--- src/rtl/pu_riscv_verilog_pkg.sv ---
// Shared PU-RISCV constants: opcodes, load funct3 codes, exception causes and
// the write-back FSM state type.
package pu_riscv_verilog_pkg;

  localparam logic [6:0] OPC_LOAD     = 7'b0000011;
  localparam logic [6:0] OPC_STORE    = 7'b0100011;
  localparam logic [6:0] OPC_BRANCH   = 7'b1100011;
  localparam logic [6:0] OPC_MISC_MEM = 7'b0001111;
  localparam logic [6:0] OPC_SYSTEM   = 7'b1110011;

  localparam logic [2:0] LB  = 3'b000;
  localparam logic [2:0] LH  = 3'b001;
  localparam logic [2:0] LW  = 3'b010;
  localparam logic [2:0] LD  = 3'b011;
  localparam logic [2:0] LBU = 3'b100;
  localparam logic [2:0] LHU = 3'b101;
  localparam logic [2:0] LWU = 3'b110;

  // addi x0, x0, 0
  localparam logic [31:0] INSTR_NOP = 32'h0000_0013;

  localparam int unsigned CAUSE_ILLEGAL_INSTRUCTION = 2;
  localparam int unsigned CAUSE_MISALIGNED_LOAD     = 4;
  localparam int unsigned CAUSE_LOAD_ACCESS_FAULT   = 5;
  localparam int unsigned CAUSE_LOAD_PAGE_FAULT     = 13;

  typedef enum logic [0:0] {
    ST_RUN  = 1'b0,
    ST_WAIT = 1'b1
  } wb_state_e;

endpackage

--- src/rtl/pu_riscv_load_align.sv ---
// Load data alignment: shifts the raw bus word down to the addressed byte and
// sign- or zero-extends it according to the load width.
module pu_riscv_load_align
  import pu_riscv_verilog_pkg::*;
#(
  parameter int unsigned XLEN = 64
) (
  input  logic [2:0]                  funct3,
  input  logic [$clog2(XLEN/8)-1:0]   byte_off,
  input  logic [XLEN-1:0]             raw,
  output logic [XLEN-1:0]             data
);

  logic [XLEN-1:0] shifted;

  always_comb begin : align_extend
    shifted = raw >> {byte_off, 3'b000};
    case (funct3)
      LB:      data = XLEN'($signed(shifted[7:0]));
      LH:      data = XLEN'($signed(shifted[15:0]));
      LW:      data = XLEN'($signed(shifted[31:0]));
      LBU:     data = XLEN'(shifted[7:0]);
      LHU:     data = XLEN'(shifted[15:0]);
      LWU:     data = XLEN'(shifted[31:0]);
      default: data = shifted;
    endcase
  end

endmodule

--- src/rtl/pu_riscv_writeback.sv ---
// PU-RISCV write-back stage: retires memory-stage results, waits for load
// responses while stalling the pipeline, and folds load faults into the exception vector.
module pu_riscv_writeback
  import pu_riscv_verilog_pkg::*;
#(
  parameter int unsigned     XLEN           = 64,
  parameter int unsigned     ILEN           = 64,
  parameter int unsigned     EXCEPTION_SIZE = 16,
  parameter logic [XLEN-1:0] PC_INIT        = XLEN'(32'h8000_0000)
) (
  input  logic                      clk,
  input  logic                      rstn,
  input  logic [XLEN-1:0]           mem_pc,
  input  logic [ILEN-1:0]           mem_instr,
  input  logic                      mem_bubble,
  input  logic [EXCEPTION_SIZE-1:0] mem_exception,
  input  logic [XLEN-1:0]           mem_r,
  input  logic [XLEN-1:0]           mem_memadr,
  input  logic                      dmem_ack,
  input  logic [XLEN-1:0]           dmem_q,
  input  logic                      dmem_err,
  input  logic                      dmem_page_fault,
  output logic                      wb_stall,
  output logic [XLEN-1:0]           wb_pc,
  output logic [ILEN-1:0]           wb_instr,
  output logic                      wb_bubble,
  output logic [EXCEPTION_SIZE-1:0] wb_exception,
  output logic [XLEN-1:0]           wb_r,
  output logic [4:0]                wb_dst,
  output logic                      wb_we
);

  localparam int unsigned OFF_W = $clog2(XLEN/8);

  logic [6:0]                opcode;
  logic [2:0]                funct3;
  logic [4:0]                rd;
  wb_state_e                 state, state_nxt;
  logic                      valid_load, illegal, misaligned, needs_mem, resp;
  logic                      no_write_opc, we_nxt;
  logic [XLEN-1:0]           load_data, r_nxt;
  logic [EXCEPTION_SIZE-1:0] new_exc, exc_nxt;
  logic                      unused_bits;

  assign opcode      = mem_instr[6:0];
  assign funct3      = mem_instr[14:12];
  assign rd          = mem_instr[11:7];
  assign unused_bits = ^{mem_instr[ILEN-1:15], mem_memadr[XLEN-1:3]};

  pu_riscv_load_align #(.XLEN(XLEN)) u_load_align (
    .funct3   (funct3),
    .byte_off (mem_memadr[OFF_W-1:0]),
    .raw      (dmem_q),
    .data     (load_data)
  );

  // Classify the memory-stage slot: only aligned, legal, fault-free loads touch dmem
  always_comb begin : classify
    valid_load = (opcode == OPC_LOAD) && !mem_bubble && (mem_exception == '0);
    illegal    = valid_load && (XLEN == 32) && ((funct3 == LD) || (funct3 == LWU));
    misaligned = 1'b0;
    if (valid_load && !illegal) begin
      case (funct3)
        LH, LHU: misaligned = mem_memadr[0];
        LW, LWU: misaligned = |mem_memadr[1:0];
        LD:      misaligned = |mem_memadr[2:0];
        default: misaligned = 1'b0;
      endcase
    end
    needs_mem = valid_load && !illegal && !misaligned;
    resp      = dmem_ack | dmem_err | dmem_page_fault;
  end

  // Next state and the combinational stall
  always_comb begin : fsm_next
    state_nxt = state;
    wb_stall  = 1'b0;
    case (state)
      ST_RUN: begin
        if (needs_mem && !resp) begin
          state_nxt = ST_WAIT;
          wb_stall  = 1'b1;
        end
      end
      ST_WAIT: begin
        if (resp) state_nxt = ST_RUN;
        else      wb_stall  = 1'b1;
      end
      default: state_nxt = ST_RUN;
    endcase
  end

  // Page fault beats data, data beats bus error
  always_comb begin : result
    new_exc = '0;
    r_nxt   = mem_r;
    if (illegal)    new_exc[CAUSE_ILLEGAL_INSTRUCTION] = 1'b1;
    if (misaligned) new_exc[CAUSE_MISALIGNED_LOAD]     = 1'b1;
    if (needs_mem) begin
      if (dmem_page_fault) new_exc[CAUSE_LOAD_PAGE_FAULT] = 1'b1;
      else if (dmem_ack)   r_nxt = load_data;
      else if (dmem_err)   new_exc[CAUSE_LOAD_ACCESS_FAULT] = 1'b1;
    end
    exc_nxt      = mem_bubble ? '0 : (mem_exception | new_exc);
    no_write_opc = (opcode == OPC_STORE) || (opcode == OPC_BRANCH) ||
                   (opcode == OPC_MISC_MEM) ||
                   ((opcode == OPC_SYSTEM) && (funct3 == 3'b000));
    we_nxt       = (rd != 5'd0) && !mem_bubble && (exc_nxt == '0) && !no_write_opc;
  end

  always_ff @(posedge clk or negedge rstn) begin : state_reg
    if (!rstn) state <= ST_RUN;
    else       state <= state_nxt;
  end

  // Retire registers; a stall cycle retires a bubble
  always_ff @(posedge clk or negedge rstn) begin : wb_reg
    if (!rstn) begin
      wb_pc        <= PC_INIT;
      wb_instr     <= ILEN'(INSTR_NOP);
      wb_bubble    <= 1'b1;
      wb_exception <= '0;
      wb_r         <= '0;
      wb_dst       <= 5'd0;
      wb_we        <= 1'b0;
    end else if (wb_stall) begin
      wb_bubble    <= 1'b1;
      wb_exception <= '0;
      wb_we        <= 1'b0;
    end else begin
      wb_pc        <= mem_pc;
      wb_instr     <= mem_instr;
      wb_bubble    <= mem_bubble;
      wb_exception <= exc_nxt;
      wb_r         <= r_nxt;
      wb_dst       <= rd;
      wb_we        <= we_nxt;
    end
  end

endmodule

--- config.mk ---
export PLATFORM = sky130hd
export DESIGN_NAME = pu_riscv_writeback
export DESIGN_NICKNAME = d
export VERILOG_FILES = /design/src/rtl/pu_riscv_verilog_pkg.sv /design/src/rtl/pu_riscv_load_align.sv /design/src/rtl/pu_riscv_writeback.sv
export SDC_FILE = /design/constraint.sdc
export NUM_CORES = 1
export LEC_CHECK = 0
export CAP_MARGIN = 40
export CORE_AREA = 2 2 214 216
export CTS_CLUSTER_DIAMETER = 60
export DETAILED_ROUTE_END_ITERATION = 12
export DIE_AREA = 0 0 216 218
export GPL_ROUTABILITY_DRIVEN = 0
export SETUP_SLACK_MARGIN = 0.4
export SLEW_MARGIN = 10
export SYNTH_ARGS = -nofsm -noshare
export SYNTH_HDL_FRONTEND = slang
export SYNTH_SLANG_ARGS = --single-unit
--- constraint.sdc ---
create_clock -name clk -period 5.8 [get_ports clk]
set_input_delay 0.58 -clock clk [delete_from_list [all_inputs] [get_ports clk]]
set_output_delay 0.58 -clock clk [all_outputs]
set_load 0.05 [all_outputs]
# Word level (Yosys, flattened, before mapping)
# Index checks and enable logic that the tools add are counted.
# word_totals
out_inout_bits	216
register_bits	216
word_cells	67
inputBits	342
# classes
eq_ne	11
reduce_logical	23
shifts	1
bitwise_logic	4
muxes	20
# ops
operator	n
$pmux W64 S6	1
$mux W64	3
$shr A64 B6 Y64	1
$logic_not A16 Y1	2
$mux W16	2
$or A16 B14 Y16	1
$eq A7 B7 Y1 const B	2
$mux W1	12
$eq A3 B3 Y1 const B	3
$logic_and A1 B1 Y1	8
$eq A7 B2 Y1 const B	1
$eq A7 B4 Y1 const B	1
$eq A7 B6 Y1 const B	1
$eq A3 B2 Y1 const B	2
$reduce_or A2 Y1	3
$reduce_bool A5 Y1	1
$logic_not A1 Y1	4
$eq A3 B1 Y1 const B	1
$logic_not A3 Y1	1
$logic_or A1 B1 Y1	3
$pmux W1 S3	1
$reduce_or A3 Y1	1
$or A1 B1 Y1	2
$pmux W1 S2	1
$not A1 Y1	1

# Longest topological paths before layout
# Gate-level depths: netlist (run 1).
# logic_depth
word_depth	13
depth_mapped	11
ltp_nobuf	7

# Modules after synthesis
# A second synthesis (run 1) with hierarchy kept.
# hier_totals
cells_unflattened	850
area_unflattened_um2	11163.2
# modules_own_cells
module	area_per_inst_um2	seq_area_each_um2	cells_per_inst	instances
pu_riscv_writeback	8824.7	5286.3	557	1
pu_riscv_load_align	2338.5	0.0	293	1

# Worst setup path after synthesis (run 1)
# Ideal clock, no wire load.
# synth_timing
kind	input port to output port
startpoint	input mem_instr[12]
endpoint	output wb_stall
t_arrival_ps	2252
path_stages	9
required_time_ps	5220
path_buffers	4
path_slack_ps	2968
path_cell_list	buf_2 and3_1 or3_1 a31oi_4 nand2b_1 inv_2 buf_6 buf_2 buf_2
# synth_between
elab_chain_len	9
elab_cells_between_ends	14
classes_between	5 x eq/ne; 4 x mux; 5 x reduce/logical
# synth_rtl
item	line	source
start, declared	pu_riscv_writeback.sv:14	input logic [ILEN-1:0] mem_instr,
$eq A3 B3 Y1 (tied with other cells)	pu_riscv_writeback.sv:63	case (funct3)
$reduce_or A2 Y1	pu_riscv_writeback.sv:63	
$pmux W1 S3 *	pu_riscv_writeback.sv:63	
$mux W1 *	pu_riscv_writeback.sv:62	if (valid_load && !illegal) begin
$logic_not A1 Y1 *	pu_riscv_writeback.sv:70	needs_mem = valid_load && !illegal && !misaligned;
$logic_and A1 B1 Y1 *	pu_riscv_writeback.sv:70	
$logic_and A1 B1 Y1 *	pu_riscv_writeback.sv:80	if (needs_mem && !resp) begin
$mux W1 *	pu_riscv_writeback.sv:80	
$pmux W1 S2 *	pu_riscv_writeback.sv:78	case (state)
end, declared	pu_riscv_writeback.sv:23	output logic wb_stall,
# Mark *: on every way between the ends. The rest lies on a longest branch, timed or not.

# Worst setup path in the final report (run 1)
# layout_timing
startpoint	input mem_instr[13]
endpoint	output wb_stall
# Same word-level chain as after synthesis.

==> results of run 1 <==
[worst register-to-register path: cells and delay by family (launching register included)]
family          cells  cell delay [ns]
buf+inv             1             0.44
flops               1             0.41
simple gates        1             0.31
compound gates      3             1.28
[placed cells by master (no fill, tap or decap), types with 6 or more instances in the layout]
master and instances:
o2bb2ai_1 21, a21oi_1 60, nor3_1 6, nor2_1 24
mux2i_1 60, o22ai_1 8, dfrtp_1 206, a2bb2oi_1 24
clkdlybuf4s50_1 491, nand2_1 469, o21ai_1 19, clkinv_2 7
and2_1 14, clkbuf_16 28, nand2b_1 19, a22oi_1 7
mux4_2 22, o21ai_0 36, buf_4 12
[worst paths after layout]
path,slack (ns),end,depth (start not counted)
max,1.72,wb_stall,7
min,-0.002,wb_pc[48],1
max reg2reg,3.27,wb_r[39],5
min reg2reg,0.45,wb_instr[1],2
max in group asynchronous,4.50,wb_instr[8],2
min in group clk,0.45,wb_instr[1],2
[layer usage]
metal	vias to the layer above	track usage	wire [microns]
li1	4779	-	-
met1	4836	0.212	17100
met2	447	0.318	21900
met3	66	0.0485	3740
met4	2	0.0594	1260
met5	-	0	13
[final cells by class]
cell class                      instances  area, sq um  area share
Multi-Input combinational cell        846         4860       0.286
Inverter                                3         16.3    0.000959
Timing Repair Buffer                  510         5100       0.301
Sequential cell                       211         5290       0.312
Antenna cell                            1         2.50    0.000148
Clock inverter                         17          194      0.0114
Clock buffer                           34          753      0.0444
Tap cell                              600          751      0.0443
[power by group]
group	internal, W	total [W]	switching [W]
Sequential	0.00155	0.00159	0.0000400
Combinational	0.000399	0.000937	0.000539
Clock	0.00106	0.00177	0.000710
[through the flow]
stage	cell area, sq um	total power (W)	hold WS [ns]	setup WS (ns)
finish	17000	0.00430	-0.00219	1.72
global route	17000	0.00447	0.0617	1.57
CTS	17000	0.00437	0.0272	1.71
detailed placement	16000	0.00256	0.444	1.63
global placement	16000	0.00255	0.443	1.66
floorplan	10600	0.00208	0.284	2.97
[logic make-up after synthesis]
logic type,count (synthesis)
buf+inv,92
simple gates,571
flops,211
mux,87
compound gates,188
==> impl_metrics.yaml, run 1 <==
status:
  run_status: "finished with violations"
  violations: "negative hold slack"
job:
  drv_cap: 0
clock_network:
  cts_sinks: 211
  clock_path_buffers: 3
  cts_resized: 0
  numCtsBuffers: 28
  cts_tree: "done"
  ctsRootBufferMaster: "clkbuf_16"
  cts.clk_slew.worst_paths_ns: 0.06
  holdBufCountCts: 0
  post_cts_buffers: 0
  clk_latency_ns: 0.56
  htree_levels: 1
critical_path:
  crit_fanout: 53
  r2r_start: "state"
  path_buf_inv: 3
  worst-endpoint-required_ns: 5.22
  worstPathCellList: "clkdlybuf4s50_1 > and3_1 > or3_1 > a31oi_4 > nand2b_4 > inv_6 > buf_4"
  end_kind: "output pin"
  crit_type: "in2out"
  max_stage_delay_ns: 0.73
  cp-start-kind: "primary input"
  worstPathArrival_ns: 3.50
  cp_top_family: "buffers and inverters"
  crit_start: "mem_instr[13]"
  crit_slowest_cell: "clkdlybuf4s50_1"
logic_synthesis:
  synth_edf_count: 0
  synth-main-ff-cell: "dfrtp_1"
  synth_top_area_cell: "dfrtp_1"
  ys_types: 56
  synth.area.top_cells: "dfrtp_1 (49%), nand2_1 (17%), mux2i_1 (5.7%), mux4_2 (4.7%), a21oi_1 (2.8%)"
  netlist_area_sq_um: 10600
  syn_inst: 1149
  synth_top_area_share: 0.487
  ys_ff_latch: 211
  synth_compound_area_frac: 0.117
  synthSimpleGateAreaFrac: 0.230
  async_flop_share: 1.00
  synth_seq_area_share: 0.500
  synthXorXnorAreaFrac: 0
  syn_nets: 1491
  synth.most_common_cell: "nand2_1"
  synth_warnings: 0
  postSynthAreaPerCell_sq_um: 9.20
  synth-adder-area-share: 0
  synth_top_family_by_area: "simple AND/OR/NAND/NOR gates"
  synthMuxAreaShare: 0.110
  synthTopCellsByCount: "nand2_1 (469), dfrtp_1 (206), a21oi_1 (60), mux2i_1 (60), buf_2 (47)"
die:
  die_area_sq_um: 47100
  fp.coreArea_sq_um: 44900
  die_x_microns: 216
  start_util: 0.236
  rows: 78
  die_h_microns: 218
  ios: 558
grt:
  grt_usage: 0.180
  overflow: 0
  grt_pass1_vias: 10400
  grt_antenna_before_repair: 2
  grt_max_degree: 156
  grt_pass1_wl_mm: 65.2
drt:
  viasPerCell: 4.56
  drt_pass1_iterations: 5
  via_count: 10100
  drt_iter0_drc: 769
  ant_nets: 0
  route.detailed.wl_per_inst_microns: 19.8
  drc: 0
  drt_wl_total_mm: 43.9
timing:
  worst_slew_pin_slew_ns: 0.909
  setup_tns_ns: 0
  rsz0062_at_grt: "false"
  fin_skew_ns: 0.0162
  slew_viol_final: 0
  timing.final.crit_share: 0.704
  whs_ns: -0.00219
  hold_viol_final: 2
  fin_crit_ns: 4.08
  maxSlewHeadroom: 0.392
  timing.fmax_ghz: 0.245
  finalSetupViolCount: 0
cells_and_area:
  drive_gt1_frac: 0.0728
  nets: 1942
  reg_top3: "wb_instr: 64 flops, wb_pc: 64 flops, wb_r: 64 flops"
  nFillCells: 4555
  area_growth_pct: 60.4
  stdcell_count: 2222
  utilization: 0.378
power_and_ir_drop:
  leakage_nw: 7.16
  power.density_nw_per_um2: 253
  peakVddDrop_v: 0.000180
place:
  io_buffers: 496
  post-dp-hpwl_mm: 32.9
  dp_cells: 2170
hold_path:
  hold_class: "in2async"
(Power assumes the default switching activity.)
==> inputs of run 2 (changes only) <==
Settings changed: CORE_AREA 2 2 214 216 to 2 2 216 218, DIE_AREA 0 0 216 218 to 0 0 218 220.
Clock period 5.8 ns to 3.82 ns, I/O delays scaled along.
==> run 2 against run 1 <==
  * The run now ends clean
  * Sequential power grew 52%
  * Final area is 0.55% higher
  * Via count barely moved
  * Critical path type unchanged
  * Largest cell class unchanged
  * Highest routed layer is now met4
==> impl_metrics.yaml, run 2 (same netlist as run 1, synthesis figures left out) <==
critical_path:
  worst-endpoint-required_ns: 3.44
  r2r_slack_ns: 1.99
  r2r_end: "wb_pc[56]"
  cp-start-kind: "primary input"
  worstPathArrival_ns: 2.66
  crit_start: "mem_instr[12]"
  crit_path_end: "wb_stall"
  crit_fanout: 33
  reg2reg_depth: 6
  end_kind: "output pin"
  r2r_start: "state"
  crit_type: "in2out"
drt:
  drt_wl_total_mm: 42.3
  via_count: 10100
  viasPerCell: 4.52
  route.detailed.wl_per_inst_microns: 18.9
  ant_nets: 0
  drt_pass1_iterations: 5
  drc: 0
  drt_iter0_drc: 587
clock_network:
  htree_levels: 1
  cts_sinks: 211
  cts_tree: "done"
  numCtsBuffers: 26
  clock_path_buffers: 3
  ctsRootBufferMaster: "clkbuf_16"
  clk_latency_ns: 0.54
  cts.clk_slew.worst_paths_ns: 0.06
  cts_resized: 0
timing:
  fin_crit_ns: 3.04
  finalSetupViolCount: 0
  slew_viol_final: 0
  hold_viol_final: 0
  maxSlewHeadroom: 0.365
  timing.fmax_ghz: 0.329
  fin_skew_ns: 0.0144
  timing.final.crit_share: 0.797
  worst_slew_pin_slew_ns: 0.952
  setup_tns_ns: 0
  rsz0062_at_grt: "false"
job:
  drv_cap: 0
cells_and_area:
  area_growth_pct: 61.3
  drive_gt1_frac: 0.0801
  n_antenna_cell: 0
  final_common_cell: "clkdlybuf4s50_1"
  nFillCells: 4688
  post-route-cell-area_sq_um: 17100
  stdcell_count: 2242
  nets: 1958
  reg_top3: "wb_instr: 64 flops, wb_pc: 64 flops, wb_r: 64 flops"
  final_cell_mix: "clkdlybuf4s50_1 (491), nand2_1 (469), dfrtp_1 (206)"
power_and_ir_drop:
  p_sw_frac: 0.298
  power_switching_w: 0.00188
  intPower_w: 0.00444
  power_frac_seq: 0.381
  power.density_nw_per_um2: 371
  peakVddDrop_v: 0.000317
  power_frac_clock: 0.391
  combPwrFrac: 0.227
  leakage_nw: 7.19
place:
  post-dp-hpwl_mm: 32.4
  place_area_sq_um: 16200
  io_buffers: 496
  dp_cells: 2194
die:
  rows: 79
  fp.coreArea_sq_um: 45900
  die_area_sq_um: 48000
  start_util: 0.231
  die_x_microns: 218
  die_h_microns: 220
  ios: 558
grt:
  busiest_layer: "met2"
  grt_antenna_before_repair: 0
  grt_util_met1: 0.204
  grt_max_degree: 119
  grt_use_met2: 0.286
  grt_usage: 0.168
  overflow: 0
  met3_usage: 0.0440
  grt_pass1_vias: 10100
  grt_pass1_wl_mm: 62.2
status:
  run_status: "complete, no violations"
hold_path:
  hold_class: "in2reg"
==> run 2: metal layers <==
layer  up-vias  wire length (microns)
met5         -                      0
met4         0                   1420
met3        66                   3490
met2       411                  20100
met1      4845                  17300
li1       4804                      -
==> run 2: cell type report <==
class / instances / area, sq um / share of cell area
timing repair buffer: 528 / 5270 / 0.309
clock buffer: 36 / 769 / 0.0451
sequential: 211 / 5290 / 0.310
multi-input combinational: 846 / 4860 / 0.285
clock inverter: 11 / 98.8 / 0.00579
tap: 607 / 759 / 0.0445
inverter: 3 / 16.3 / 0.000954
==> run 2: how the worst min path moves through the flow <==
stage / startpoint / to / slack [ns] / cells after the start
floorplan: rstn / state / 0.09 / 0
global placement: wb_instr[4] / wb_instr[4] / 0.44 / 2
detailed placement: wb_instr[1] / wb_instr[1] / 0.44 / 2
CTS: mem_pc[2] / wb_pc[2] / 0.34 / 3
global route: mem_pc[11] / wb_pc[11] / 0.34 / 3
finish: mem_instr[56] / wb_instr[56] / 0.37 / 3
==> run 2: per-stage QoR <==
step	worst slack [ns]	hold WS, ns	total power (W)	util
finish	0.776	0.373	0.00632	0.372
global route	0.614	0.343	0.00660	0.372
CTS	0.699	0.339	0.00643	0.372
detailed placement	0.530	0.444	0.00390	0.353
global placement	0.204	0.444	0.00389	0.352
floorplan	1.38	0.0864	0.00316	-
==> run 2: repair_timing <==
item | 4_1_cts | 5_1_grt
hold endpoints to repair | 35 | 0
setup buffers | 0 | 0
hold buffers | 1 | 0
==> run 2: worst max-delay path, stage by stage <==
cell and delay, ns:
clkdlybuf4s50_1 0.58, a211oi_1 0.13, or3_1 0.45, a31oi_4 0.22
nand2b_4 0.38, inv_6 0.21, buf_4 0.26
==> run 2: power by group through the flow <==
stage	logic, W	registers [W]	clock network (W)
2_1_floorplan	0.000309	0.00285	0
3_3_place_gp	0.00144	0.00245	0
3_5_place_dp	0.00145	0.00245	0
4_1_cts	0.00145	0.00241	0.00257
5_1_grt	0.00151	0.00242	0.00266
6_report	0.00144	0.00241	0.00247
==> inputs of run 3 (changes only) <==
Clock period 3.82 ns to 3.13 ns, I/O delays scaled along.
==> run 3 against run 2 <==
  * Sequential power is 22% higher
  * Setup slack worse by 0.24 ns
  * Via count is 1.4% higher
  * Clock skew is 0.0055 ns lower
  * Critical path depth stayed put
  * Clock-buffer cell count is 5 higher
  * Utilization is 0.46 points higher
  * Die area stayed put
  * Largest cell class is now buffers
==> impl_metrics.yaml, run 3 (same netlist as run 1, synthesis figures left out) <==
status:
  run_status: "complete, no violations"
die:
  rows: 79
  ios: 558
  start_util: 0.231
  fp.coreArea_sq_um: 45900
  die_h_microns: 220
  die_x_microns: 218
  die_area_sq_um: 48000
timing:
  hold_viol_final: 0
  finalSetupViolCount: 0
  rsz0062_at_grt: "false"
  setup_tns_ns: 0
  slew_viol_final: 0
  whs_ns: 0.281
  fin_skew_ns: 0.00897
  timing.final.crit_share: 0.829
  worst_slew_pin_slew_ns: 0.801
  fin_crit_ns: 2.59
  timing.fmax_ghz: 0.385
  maxSlewHeadroom: 0.465
grt:
  grt_pass1_wl_mm: 63.7
  grt_max_degree: 79
  overflow: 0
  grt_antenna_before_repair: 1
  grt_usage: 0.172
  grt_pass1_vias: 10300
critical_path:
  worstPathArrival_ns: 2.28
  crit_fanout: 33
  r2r_slack_ns: 1.46
  r2r_start: "state"
  crit_type: "in2out"
  end_kind: "output pin"
  reg2reg_depth: 6
  cp-start-kind: "primary input"
  max_stage_delay_ns: 0.45
  worst-endpoint-required_ns: 2.82
  r2r_end: "wb_pc[51]"
  worstPathCellList: "clkdlybuf4s50_1 > nor3_1 > and4_2 > a31oi_4 > nand2b_4 > inv_8 > buf_4"
  crit_slowest_cell: "clkdlybuf4s50_1"
clock_network:
  clock_path_buffers: 3
  cts.clk_slew.worst_paths_ns: 0.06
  cts_sinks: 211
  clk_latency_ns: 0.54
  ctsRootBufferMaster: "clkbuf_16"
  numCtsBuffers: 26
  cts_tree: "done"
  htree_levels: 1
hold_path:
  min_path_cells: 3
  min_from: "mem_pc[31]"
  hold_class: "in2reg"
  min_to: "wb_pc[31]"
cells_and_area:
  final_common_cell: "clkdlybuf4s50_1"
  area_growth_pct: 63.3
  final_cell_mix: "clkdlybuf4s50_1 (491), nand2_1 (469), dfrtp_1 (206)"
  reg_top3: "wb_instr: 64 flops, wb_pc: 64 flops, wb_r: 64 flops"
  stdcell_count: 2258
  post-route-cell-area_sq_um: 17300
  nets: 1970
  nFillCells: 4651
  drive_gt1_frac: 0.0856
drt:
  drc: 0
  drt_pass1_iterations: 6
  route.detailed.wl_per_inst_microns: 19.0
  ant_nets: 0
  drt_iter0_drc: 659
  viasPerCell: 4.55
  via_count: 10300
  drt_wl_total_mm: 42.8
power_and_ir_drop:
  leakage_nw: 7.30
  power.density_nw_per_um2: 449
  peakVddDrop_v: 0.000331
place:
  place_area_sq_um: 16400
  post-dp-hpwl_mm: 33.0
  io_buffers: 496
  dp_cells: 2206
job:
  drv_cap: 0
## run 3: cell types whose count changed in the layout (fill, tap and decap cells not counted), moves of 2 or more
cell and change:
clkbuf_1 +4, clkinvlp_4 -4, buf_12 +8, buf_4 +5, diode_2 +3, inv_8 +3, clkinv_2 -2
## run 3: layout make-up
class	count	area, sq um	share of cell area
antenna	3	7.51	0.000435
clock buffer	41	798	0.0462
clock inverter	7	81.3	0.00471
inverter	3	18.8	0.00109
multi-input combinational	846	4870	0.282
sequential	211	5290	0.306
tap	607	759	0.0440
timing repair buffer	540	5450	0.316
## run 3: per-layer routing
metal,routed length (microns),part of all wire,global-route usage,up-vias
met1,17000,0.40,0.209,4917
met4,1400,0.033,0.0624,0
met3,3650,0.085,0.0440,73
met2,20800,0.49,0.292,437
li1,-,-,-,4839
met5,0,0,0,-
## run 3: worst max-delay path by stage
stage                          start        to  slack [ns]  depth (start not counted)
CTS                 mem_exception[8]  wb_stall        0.45                          7
global route        mem_exception[1]  wb_stall        0.40                          7
detailed placement  mem_exception[9]  wb_r[32]        0.26                          8
global placement    mem_exception[0]  wb_r[39]        0.27                          7
floorplan              mem_instr[12]  wb_stall        0.83                          9
finish                  mem_instr[6]  wb_stall        0.54                          7
## run 3: per-stage QoR
step                       util  total power (W)  worst slack [ns]
final                     0.377          0.00776             0.535
after global routing      0.376          0.00809             0.403
after CTS                 0.376          0.00788             0.452
after detailed placement  0.357          0.00477             0.256
after global placement    0.357          0.00475             0.275
after floorplan               -          0.00386             0.832
## run 3: worst max-delay path, delay by kind of cell
kind                   cells  cell delay [ns]
AO/OA/AOI/OAI              1             0.11
buffers and inverters      3             0.94
AND/OR/NAND/NOR            3             0.88
## run 3: what timing repair did
action                                 4_1_cts  5_1_grt
hold buffers                                 1        0
resized for setup                            0        2
setup buffers                                0        0
endpoints found under the hold margin       73        0
setup endpoints to repair                    0        1
## run 3: where the power goes
group	switching [W]	total, W	internal [W]
logic	0.00101	0.00176	0.000754
clock network	0.00121	0.00305	0.00184
registers	0.0000767	0.00295	0.00287
total	0.00229	0.00776	0.00547
